File: src/rtl/mlt_link_ctrl.sv
// Receive-side link controller: hunts for a sync word in the decoded MLT bit
// stream, then deserialises a fixed-length frame MSB-first into bytes.
module mlt_link_ctrl #(
  parameter logic [7:0] SYNC_WORD   = 8'hD5,
  parameter int         FRAME_BYTES = 4,
  parameter int         ERR_LIMIT   = 3
) (
  input  logic       clk,
  input  logic       rst_n,
  input  logic       en,
  input  logic       sym_valid,
  input  logic       rx_bit,
  input  logic       sym_err,
  output logic [7:0] byte_data,
  output logic       byte_valid,
  output logic       frame_done,
  output logic       locked,
  output logic       lost_lock,
  output logic [1:0] state,
  output logic [7:0] err_cnt
);

  typedef enum logic [1:0] {
    IDLE = 2'd0,
    HUNT = 2'd1,
    RECV = 2'd2
  } state_t;

  localparam int BW = (FRAME_BYTES > 1) ? $clog2(FRAME_BYTES) : 1;
  localparam int RW = (ERR_LIMIT > 1) ? $clog2(ERR_LIMIT) : 1;
  localparam logic [BW-1:0] LAST_BYTE = BW'(FRAME_BYTES - 1);
  localparam logic [RW-1:0] LAST_ERR  = RW'(ERR_LIMIT - 1);

  state_t        state_q;
  logic [6:0]    shreg;     // only the 7 newest hunt bits need keeping
  logic [3:0]    hunt_cnt;  // saturates at 8
  logic [6:0]    byte_sr;
  logic [2:0]    bit_cnt;
  logic [BW-1:0] byte_cnt;
  logic [RW-1:0] err_run;

  logic       accept;
  logic       errored;
  logic [7:0] hunt_shift;
  logic [7:0] byte_shift;
  logic       sync_hit;

  assign accept     = sym_valid & ~sym_err;
  assign errored    = sym_valid & sym_err;
  assign hunt_shift = {shreg, rx_bit};
  assign byte_shift = {byte_sr, rx_bit};
  assign sync_hit   = (hunt_cnt >= 4'd7) && (hunt_shift == SYNC_WORD);

  assign state  = state_q;
  assign locked = (state_q == RECV);

  always_ff @(posedge clk) begin
    if (!rst_n) begin
      state_q    <= IDLE;
      shreg      <= '0;
      hunt_cnt   <= '0;
      byte_sr    <= '0;
      bit_cnt    <= '0;
      byte_cnt   <= '0;
      err_run    <= '0;
      byte_data  <= '0;
      byte_valid <= 1'b0;
      frame_done <= 1'b0;
      lost_lock  <= 1'b0;
    end else begin
      // NOTE: non-blocking throughout so every branch reads pre-edge state;
      // pulses default low here and are raised for one cycle below.
      byte_valid <= 1'b0;
      frame_done <= 1'b0;
      lost_lock  <= 1'b0;

      if (!en) begin
        state_q  <= IDLE;
        shreg    <= '0;
        hunt_cnt <= '0;
        bit_cnt  <= '0;
        byte_cnt <= '0;
        err_run  <= '0;
      end else begin
        unique case (state_q)
          IDLE: begin
            state_q  <= HUNT;
            shreg    <= '0;
            hunt_cnt <= '0;
          end

          HUNT: begin
            if (errored) begin
              shreg    <= '0;
              hunt_cnt <= '0;
            end else if (accept) begin
              shreg    <= hunt_shift[6:0];
              hunt_cnt <= (hunt_cnt == 4'd8) ? 4'd8 : hunt_cnt + 4'd1;
              if (sync_hit) begin
                state_q  <= RECV;
                bit_cnt  <= '0;
                byte_cnt <= '0;
                err_run  <= '0;
              end
            end
          end

          RECV: begin
            if (errored) begin
              if (err_run == LAST_ERR) begin
                state_q   <= HUNT;
                lost_lock <= 1'b1;
                shreg     <= '0;
                hunt_cnt  <= '0;
                bit_cnt   <= '0;
                err_run   <= '0;
              end else begin
                err_run <= err_run + RW'(1);
              end
            end else if (accept) begin
              err_run <= '0;
              byte_sr <= byte_shift[6:0];
              if (bit_cnt == 3'd7) begin
                bit_cnt    <= '0;
                byte_data  <= byte_shift;
                byte_valid <= 1'b1;
                if (byte_cnt == LAST_BYTE) begin
                  frame_done <= 1'b1;
                  state_q    <= HUNT;
                  shreg      <= '0;
                  hunt_cnt   <= '0;
                  byte_cnt   <= '0;
                end else begin
                  byte_cnt <= byte_cnt + BW'(1);
                end
              end else begin
                bit_cnt <= bit_cnt + 3'd1;
              end
            end
          end

          default: state_q <= IDLE;
        endcase
      end
    end
  end

  // Error tally follows the state, not en: a strobe seen while hunting or
  // receiving is counted even if en drops on the same edge.
  always_ff @(posedge clk) begin
    if (!rst_n) begin
      err_cnt <= '0;
    end else if (errored && (state_q == HUNT || state_q == RECV) &&
                 (err_cnt != 8'hFF)) begin
      err_cnt <= err_cnt + 8'd1;
    end
  end

endmodule
File: config.mk
export PLATFORM = sky130hd
export DESIGN_NAME = mlt_link_ctrl
export DESIGN_NICKNAME = d
export VERILOG_FILES = /design/src/rtl/mlt_link_ctrl.sv
export SDC_FILE = /design/constraint.sdc
export NUM_CORES = 1
export LEC_CHECK = 0
export CAP_MARGIN = 0
export CORE_MARGIN = 10
export CORE_UTILIZATION = 49
export DETAILED_ROUTE_END_ITERATION = 8
export PLACE_DENSITY = 0.82
export SYNTH_ARGS = -nofsm -noshare
export SYNTH_HDL_FRONTEND = slang
export SYNTH_SLANG_ARGS = --single-unit
File: constraint.sdc
create_clock -name clk -period 2.2 [get_ports clk]
set_clock_uncertainty 0.1 [all_clocks]
set_input_delay 0.66 -clock clk [delete_from_list [all_inputs] [get_ports clk]]
set_output_delay 0.66 -clock clk [all_outputs]
set_load 0.03 [all_outputs]
==> impl_metrics.ini, run 1 <==
[die]
ios = 28
chipHeight_um = 86.7
die_w_um = 86.7
dieArea_mm2 = 0.00752
initial_utilization_pct = 50.5
rows = 24
coreArea_mm2 = 0.00432

[yosys]
syn-instance-count = 254
async_flop_share_pct = 0
synthDominantCellAreaShare_pct = 42.2
synth_warnings = 0
ys_top_cells_by_area = dfxtp_1 (42%), a21oi_1 (8.3%), ha_1 (5.7%)
yosys.area.top_type = dfxtp_1
postSynthAreaPerCell_um2 = 8.59
synth_enable_flop_cells = 0
synth_area_mm2 = 0.00218
synthDistinctLibCells = 44
ys_ff_latch = 46
syn_nets = 270
ys_seq_area_share_pct = 42.2
synth_flop_cell = dfxtp_1

[place]
dp.cells = 351
gp_congestion = 0.807
port_buffers = 27
hpwl_mm = 3.83
dp_slack_ps = -507
place_area_mm2 = 0.00273

[cts]
insertion_delay_ps = 300
clkTransAtPathRegs_ps = 90
ctsHoldBuffers = 0
cts_tree = done
clock-sinks = 46
numCtsBuffers = 5
clock-root-buffer = clkbuf_8
ctsHtreeMaxLevel = 2
clockBufferDepth = 2

[sta]
worst_pin_slew_ps = 680
max_freq_mhz = 465
setup_ws_ps = 48.7
hold_slack_ps = 356
drv_slew = 0
setup_violations = 0
hold_viol = 0
min_period_ps = 2150
fin_crit_sh_pct = 97.8
timing.setup.tns_ps = 0
grt_setup_unrepaired = false
slew_headroom_pct = 54.1

[routing]
routed.top_layer = met4
ant_nets = 0
via_per_inst = 5.71
post-route-drc-count = 0
drt_iter0_markers = 99
wl_met1_mm = 2.32
dr_wl_met3_um = 218
first_pass_iters = 5
totalWireLength_mm = 5.23
vias = 2055
wl_met2_mm = 2.64
wire_per_inst_um = 14.5

[setup_path]
path_cells = clkdlybuf4s50_1
critPathRequiredTime_ps = 1440
cp_top_family = buffers and inverters
crit_slowest_cell = clkdlybuf4s50_1
worst-path-max-fanout = 4
cp.arrival_ps = 1390
end_kind = output port
rr_worst_depth = 5
cpPeakStageDelay_ps = 700
worst-setup-path-type = flip-flop to output port
cp.depth = 1
critPathBufInv = 1
startpoint_type = flip-flop

[layout]
fin_util_pct = 66.0
n_antenna_cell = 0
synthToLayoutAreaGrowth_pct = 30.8
instances_no_fill = 360
layout.nets = 323
drive_above_1_share_pct = 17.5
fin_area_mm2 = 0.00285

[grt]
grt_max_degree = 20
grt_pass1_vias = 1926
grt_pass1_wl_mm = 8.71
grt_usage_pct = 13.7
grt_remaining_overflow = 0
antenna_found_initial = 0

[power]
p_leak_nw = 1.13
powerDensity_mw_per_mm2 = 571
peakVddDrop_v = 0.000444
finalPower_mw = 1.63

[min_path]
hp-class = flip-flop to flip-flop
hold_path_depth = 2

[run]
maxCapViolCount = 0

[run_status]
status = completed
-- state kept, by name, indices dropped and copies added, names as in the netlist --
register	cells
byte_data	8
err_cnt	8
byte_sr	7
shreg	7
hunt_cnt	4
bit_cnt	3
byte_cnt	2
err_run	2
state	2
byte_valid	1
frame_done	1
lost_lock	1
-- kinds of logic (layout without fill, tap and decap cells) --
group           Yosys count  in the layout  share of synthesized area [%]
xor+xnor                  2              2                          0.803
flops                    46             46                           42.2
mux                       2              2                          0.917
compound gates           80             80                           22.5
simple gates             90             90                           22.9
fa+ha+maj                10             10                           5.73
buf+inv                  24             78                           4.93
-- cells in the mapped netlist, types with 2 or more instances --
master and number:
a21oi_1 36, nand4_1 14, and2_1 4, buf_6 2, nor3b_1 2, nand3_1 11, nor2_1 7, nand2_1 29
or4_1 2, clkbuf_1 11, o221a_2 2, mux2i_1 2, nor3_1 2, o211ai_1 4, dfxtp_1 46, or3_1 4
and3b_1 2, o31ai_1 4, o311ai_0 2, nand4b_1 3, o21ai_0 19, inv_1 9, a21bo_2 2, ha_1 10
o221ai_1 2, buf_2 2, or4b_1 2, o41ai_1 3
-- what timing repair did --
item / CTS / global route
endpoints found under the setup margin: 5 / 8
pin swaps: 4 / 4
endpoints found under the hold margin: 0 / 0
cloned: 0 / 0
resized for setup: 5 / 9
buffers inserted: 1 / 0
-- cells in the final DEF (no fill, tap or decap), drive strengths merged, types with 7 or more instances in the layout --
| cell type | count |
|---|---|
| nand4 | 14 |
| inv | 10 |
| nand2 | 29 |
| ha | 10 |
| clkdlybuf4s50 | 17 |
| dfxtp | 46 |
| nor2 | 7 |
| o21ai | 19 |
| a21oi | 36 |
| nand3 | 11 |
| buf | 34 |
-- final cells by class --
class                           count  area, um2
Sequential cell                    46        923
Fill cell                         355       1470
Tap cell                           52       65.1
Multi-Input combinational cell    184       1170
Clock buffer                        5       68.8
Inverter                            9       33.8
Clock inverter                      3       25.0
Timing Repair Buffer               61        564
-- worst paths after layout --
check | to | slack (ps) | from
worst max-delay path | err_cnt[1] | 50 | err_cnt[1]
worst min-delay path | byte_data[6] | 360 | byte_data[6]
worst max register to register | bit_cnt[2] | 200 | hunt_cnt[1]
worst min register to register | byte_data[6] | 360 | byte_data[6]
-- routing by layer --
layer / up-vias / global-route usage [%]
li1: 1045 / -
met1: 971 / 16.1
met2: 34 / 23.5
met3: 5 / 3.38
met4: 0 / 4.71
met5: - / 0
-- power breakdown --
part	leakage, nW	switching, mW	internal [mW]
Clock	0.0447	0.309	0.230
Combinational	0.716	0.134	0.112
Sequential	0.371	0.00683	0.839
Total	1.13	0.450	1.18
(Power assumes the default switching activity.)
==> inputs of run 2 (changes only) <==
ABC_AREA = 1   (was not set)
==> run 2 against run 1 <==
Against the previous run: non-clock buffer count decreased by 18; utilization is 3.6 points lower; critical path depth unchanged.
==> impl_metrics.ini, run 2 <==
[yosys]
syn-instance-count = 317
synthDominantCellAreaShare_pct = 42.0
post-synth-top-count-cell = nand2_1
postSynthAreaPerCell_um2 = 6.92
synth_top_cells_by_count = nand2_1 (80), nor2_1 (48), dfxtp_1 (46)
ys_top_cells_by_area = dfxtp_1 (42%), nand2_1 (14%), nor2_1 (8.2%)
yosys.area.top_type = dfxtp_1
synth_flop_cell = dfxtp_1
synthDistinctLibCells = 22
ys_ff_latch = 46
synth_enable_flop_cells = 0
async_flop_share_pct = 0
synth_area_mm2 = 0.00219
synth_warnings = 0
syn_nets = 333
ys_seq_area_share_pct = 42.0

[layout]
layout_common_cells = nand2_1 (80), nor2_1 (48), dfxtp_1 (46), inv_1 (39), nand3_1 (26)
synthToLayoutAreaGrowth_pct = 23.9
multi_input_area_mm2 = 0.00108
n_antenna_cell = 0
drive_above_1_share_pct = 9.64
instances_no_fill = 415
layout.nets = 378
final_common_cell = nand2_1
regArea_um2 = 921
largestRegisters = byte_data (8), err_cnt (8)
fillCellCount = 407

[cts]
clock-sinks = 46
numCtsBuffers = 5
clock-root-buffer = clkbuf_8
cts_tree = done
ctsHtreeMaxLevel = 2
clkTransAtPathRegs_ps = 100
clockBufferDepth = 2
ctsHoldBuffers = 0
postCtsSetupBuffers = 0
insertion_delay_ps = 310

[sta]
max_freq_mhz = 469
grt_setup_unrepaired = false
hold_viol = 0
slew_headroom_pct = 72.3
hold_slack_ps = 369
fin_crit_sh_pct = 97.0
drv_slew = 0
setup_violations = 0
worst_pin_slew_ps = 415
min_period_ps = 2130

[min_path]
hold_path_depth = 2
hp-start = byte_sr[3]
hp-class = flip-flop to flip-flop
worst_hold_path.endpoint = byte_data[4]

[setup_path]
reg2reg_from = state[0]
critPathRequiredTime_ps = 1440
worst-path-max-fanout = 4
crit_slowest_cell = clkdlybuf4s50_1
end_kind = output port
reg2reg_slack_ps = 380
cp_top_family = buffers and inverters
cp.arrival_ps = 1370
worst-setup-path-type = flip-flop to output port
rr_worst_depth = 10
cpPeakStageDelay_ps = 690
timing.rr.end = shreg[3]
critPathBufInv = 1
path_cells = clkdlybuf4s50_1
startpoint_type = flip-flop

[power]
internal-power_mw = 1.21
switching_share_pct = 30.4
switchingPower_mw = 0.528
seqPwrFrac_pct = 50.3
peakVddDrop_v = 0.000304
p_leak_nw = 1.26
clkPwrFrac_pct = 31.7
powerDensity_mw_per_mm2 = 638
p_comb_share_pct = 18.0

[place]
hpwl_mm = 3.65
port_buffers = 27
gp_congestion = 0.895
dp.cells = 407

[routing]
wire_per_inst_um = 11.6
via_per_inst = 5.04
first_pass_iters = 4
totalWireLength_mm = 4.80
ant_nets = 0
post-route-drc-count = 0
drt_iter0_markers = 82
vias = 2093

[grt]
grt_pass1_wl_mm = 8.48
grt_max_degree = 20
grt_usage_pct = 13.2
grt_pass1_vias = 1988
antenna_found_initial = 0
grt_remaining_overflow = 0

[die]
coreArea_mm2 = 0.00435
chipHeight_um = 86.9
initial_utilization_pct = 50.4
die_w_um = 86.9
rows = 24
dieArea_mm2 = 0.00756
ios = 28

[run]
maxCapViolCount = 0

[run_status]
status = completed
## run 2: power groups by stage
| stage | Sequential (mW) | Combinational (mW) | Clock, mW |
|---|---|---|---|
| floorplan | 0.899 | 0.206 | 0 |
| global route | 0.875 | 0.361 | 0.579 |
| detailed placement | 0.891 | 0.312 | 0 |
| CTS | 0.872 | 0.313 | 0.556 |
| global placement | 0.890 | 0.306 | 0 |
| finish | 0.872 | 0.312 | 0.549 |
## run 2: how the worst max path moves through the flow
| stage | start | endpoint | depth (start not counted) |
|---|---|---|---|
| floorplan | state[0] | shreg[0] | 9 |
| global placement | sym_valid | shreg[1] | 8 |
| detailed placement | sym_valid | shreg[3] | 9 |
| CTS | err_cnt[3] | err_cnt[3] | 1 |
| global route | state[0] | state[0] | 1 |
| finish | state[0] | state[0] | 1 |
## run 2: cell families after synthesis
family | after synthesis | synth area share, %
AND/OR/NAND/NOR | 171 | 32.5
buffers and inverters | 48 | 9.01
adder cells (fa/ha/maj) | 10 | 5.70
XOR/XNOR | 6 | 2.39
AO/OA/AOI/OAI | 36 | 8.44
flip-flops | 46 | 42.0
## run 2: cell type report
cell class,instances,share of cell area [%]
Tap cell,52,2.39
Sequential cell,46,33.9
Inverter,43,5.98
Clock buffer,5,2.53
Multi-Input combinational cell,223,39.7
Clock inverter,3,0.920
Timing Repair Buffer,43,14.6
## run 2: routing by layer
| layer | wire, um | global-route usage, % | up-vias |
|---|---|---|---|
| li1 | - | - | 1085 |
| met1 | 2140 | 15.3 | 951 |
| met2 | 2300 | 22.5 | 48 |
| met3 | 290 | 3.93 | 9 |
| met4 | 71 | 4.71 | 0 |
| met5 | 0 | 0 | - |
## run 2: what timing repair did
item                       4_1_cts  5_1_grt
pin swaps                        0        0
resized for setup                2        6
setup endpoints to repair        2        6
## run 2: metrics by stage
stage,power [mW],setup slack (ps),setup TNS (ps),utilization [%],cell area (um2)
2_1_floorplan,1.11,178,0,-,2190
3_3_place_gp,1.20,-11.2,-16.7,60.0,2610
3_5_place_dp,1.20,-103,-925,60.0,2610
4_1_cts,1.74,4.37,0,62.1,2700
5_1_grt,1.81,18.8,0,62.4,2720
6_report,1.73,66.3,0,62.4,2720
==> inputs of run 3 (changes only) <==
CORE_ASPECT_RATIO = 2   (was not set)
==> run 3 against run 2 <==
Against the previous run: count of clock-buffer cells in the layout unchanged; sequential share of layout area decreased by 0.54 points; register-to-register slack worse by 90 ps; routed wire length is 3.5% higher; non-clock buffer count up 2; critical path type unchanged; critical endpoint is now err_cnt[1].
==> impl_metrics.ini, run 3 (synthesized netlist as in run 2, its figures left out) <==
[cts]
clockBufferDepth = 2
clock-root-buffer = clkbuf_8
insertion_delay_ps = 300
clkTransAtPathRegs_ps = 90
ctsHtreeMaxLevel = 2
numCtsBuffers = 5
ctsHoldBuffers = 0
cts_tree = done
clock-sinks = 46

[die]
dieArea_mm2 = 0.00772
chipHeight_um = 115
die_w_um = 67.3
rows = 34
initial_utilization_pct = 50.6
ios = 28
coreArea_mm2 = 0.00434

[setup_path]
worst-path-max-fanout = 4
worst-setup-path-type = flip-flop to output port
end_kind = output port
rr_worst_depth = 10
cpPeakStageDelay_ps = 700
cp.arrival_ps = 1390
startpoint_type = flip-flop
timing.rr.end = shreg[2]
path_cells = clkdlybuf4s50_1
crit_slowest_cell = clkdlybuf4s50_1
cp_top_family = buffers and inverters
reg2reg_slack_ps = 290
critPathBufInv = 1
critPathRequiredTime_ps = 1440
reg2reg_from = state[1]

[sta]
hold_viol = 0
worst_pin_slew_ps = 407
max_freq_mhz = 466
min_period_ps = 2150
setup_violations = 0
grt_setup_unrepaired = false
slew_headroom_pct = 72.8
fin_crit_sh_pct = 97.6
drv_slew = 0

[routing]
routed.top_layer = met4
drt_iter0_markers = 84
first_pass_iters = 4
wl_met1_mm = 1.92
dr_wl_met3_um = 234
post-route-drc-count = 0
wl_met2_mm = 2.68
wire_per_inst_um = 11.9
ant_nets = 0
totalWireLength_mm = 4.97
vias = 2123
via_per_inst = 5.07

[layout]
largestRegisters = byte_data (8), err_cnt (8)
final_common_cell = nand2_1
layout_common_cells = nand2_1 (80), nor2_1 (48), dfxtp_1 (46), inv_1 (39), nand3_1 (26)
n_antenna_cell = 0
layout.nets = 380
drive_above_1_share_pct = 10.4
instances_no_fill = 419
synthToLayoutAreaGrowth_pct = 25.9

[place]
hpwl_mm = 3.85
dp.cells = 411
port_buffers = 27
gp_congestion = 0.795

[power]
finalPower_mw = 1.83
peakVddDrop_v = 0.000690
powerDensity_mw_per_mm2 = 661
p_leak_nw = 1.29

[run]
maxCapViolCount = 0

[min_path]
worst_hold_path.endpoint = byte_data[2]
hp-start = byte_sr[1]
hp-class = flip-flop to flip-flop
hold_path_depth = 2

[grt]
grt_usage_pct = 14.0
grt_pass1_wl_mm = 8.81
grt_remaining_overflow = 0
grt_max_degree = 19
antenna_found_initial = 0
grt_pass1_vias = 2156

[run_status]
status = completed
[run 3: area by class of cell]
cell class	count	area [um2]
Timing Repair Buffer	45	417
Multi-Input combinational cell	223	1080
Sequential cell	46	921
Inverter	43	166
Clock buffer	5	68.8
Clock inverter	3	43.8
Fill cell	411	1580
Tap cell	54	67.6
[run 3: repair_timing]
action                     in CTS  in global routing
gates resized for setup         1                  8
hold endpoints to repair        0                  0
setup endpoints to repair       1                  9
setup buffers                   0                  0
pin swaps                       0                  0
[run 3: layer usage]
layer  GRT usage, %  vias to the layer above
met5              0                        -
met4           7.02                        0
met3           3.24                       10
met2           26.5                       43
met1           13.0                      978
li1               -                     1092
[run 3: worst max path at each step]
stage | depth (start not counted) | to | start
after detailed placement | 9 | hunt_cnt[2] | sym_valid
after floorplan | 9 | shreg[0] | state[0]
after CTS | 1 | err_cnt[2] | err_cnt[2]
after global routing | 1 | err_cnt[1] | err_cnt[1]
after global placement | 10 | state[0] | sym_valid
final | 1 | err_cnt[1] | err_cnt[1]
[run 3: power breakdown]
part           switching, mW  internal, mW
Clock                  0.298         0.341
Sequential            0.0183         0.854
Combinational          0.197         0.119
Total                  0.513          1.31
[run 3: through the flow]
step	hold WS [ps]	area (um2)	util, %	TNS (ps)	setup slack [ps]
detailed placement	363	2630	60.6	-1990	-155
global placement	351	2630	60.6	-807	-98.7
floorplan	336	2190	-	0	178
CTS	378	2740	63.2	0	4.42
finish	373	2760	63.7	0	53.1
global route	390	2760	63.7	0	10.0
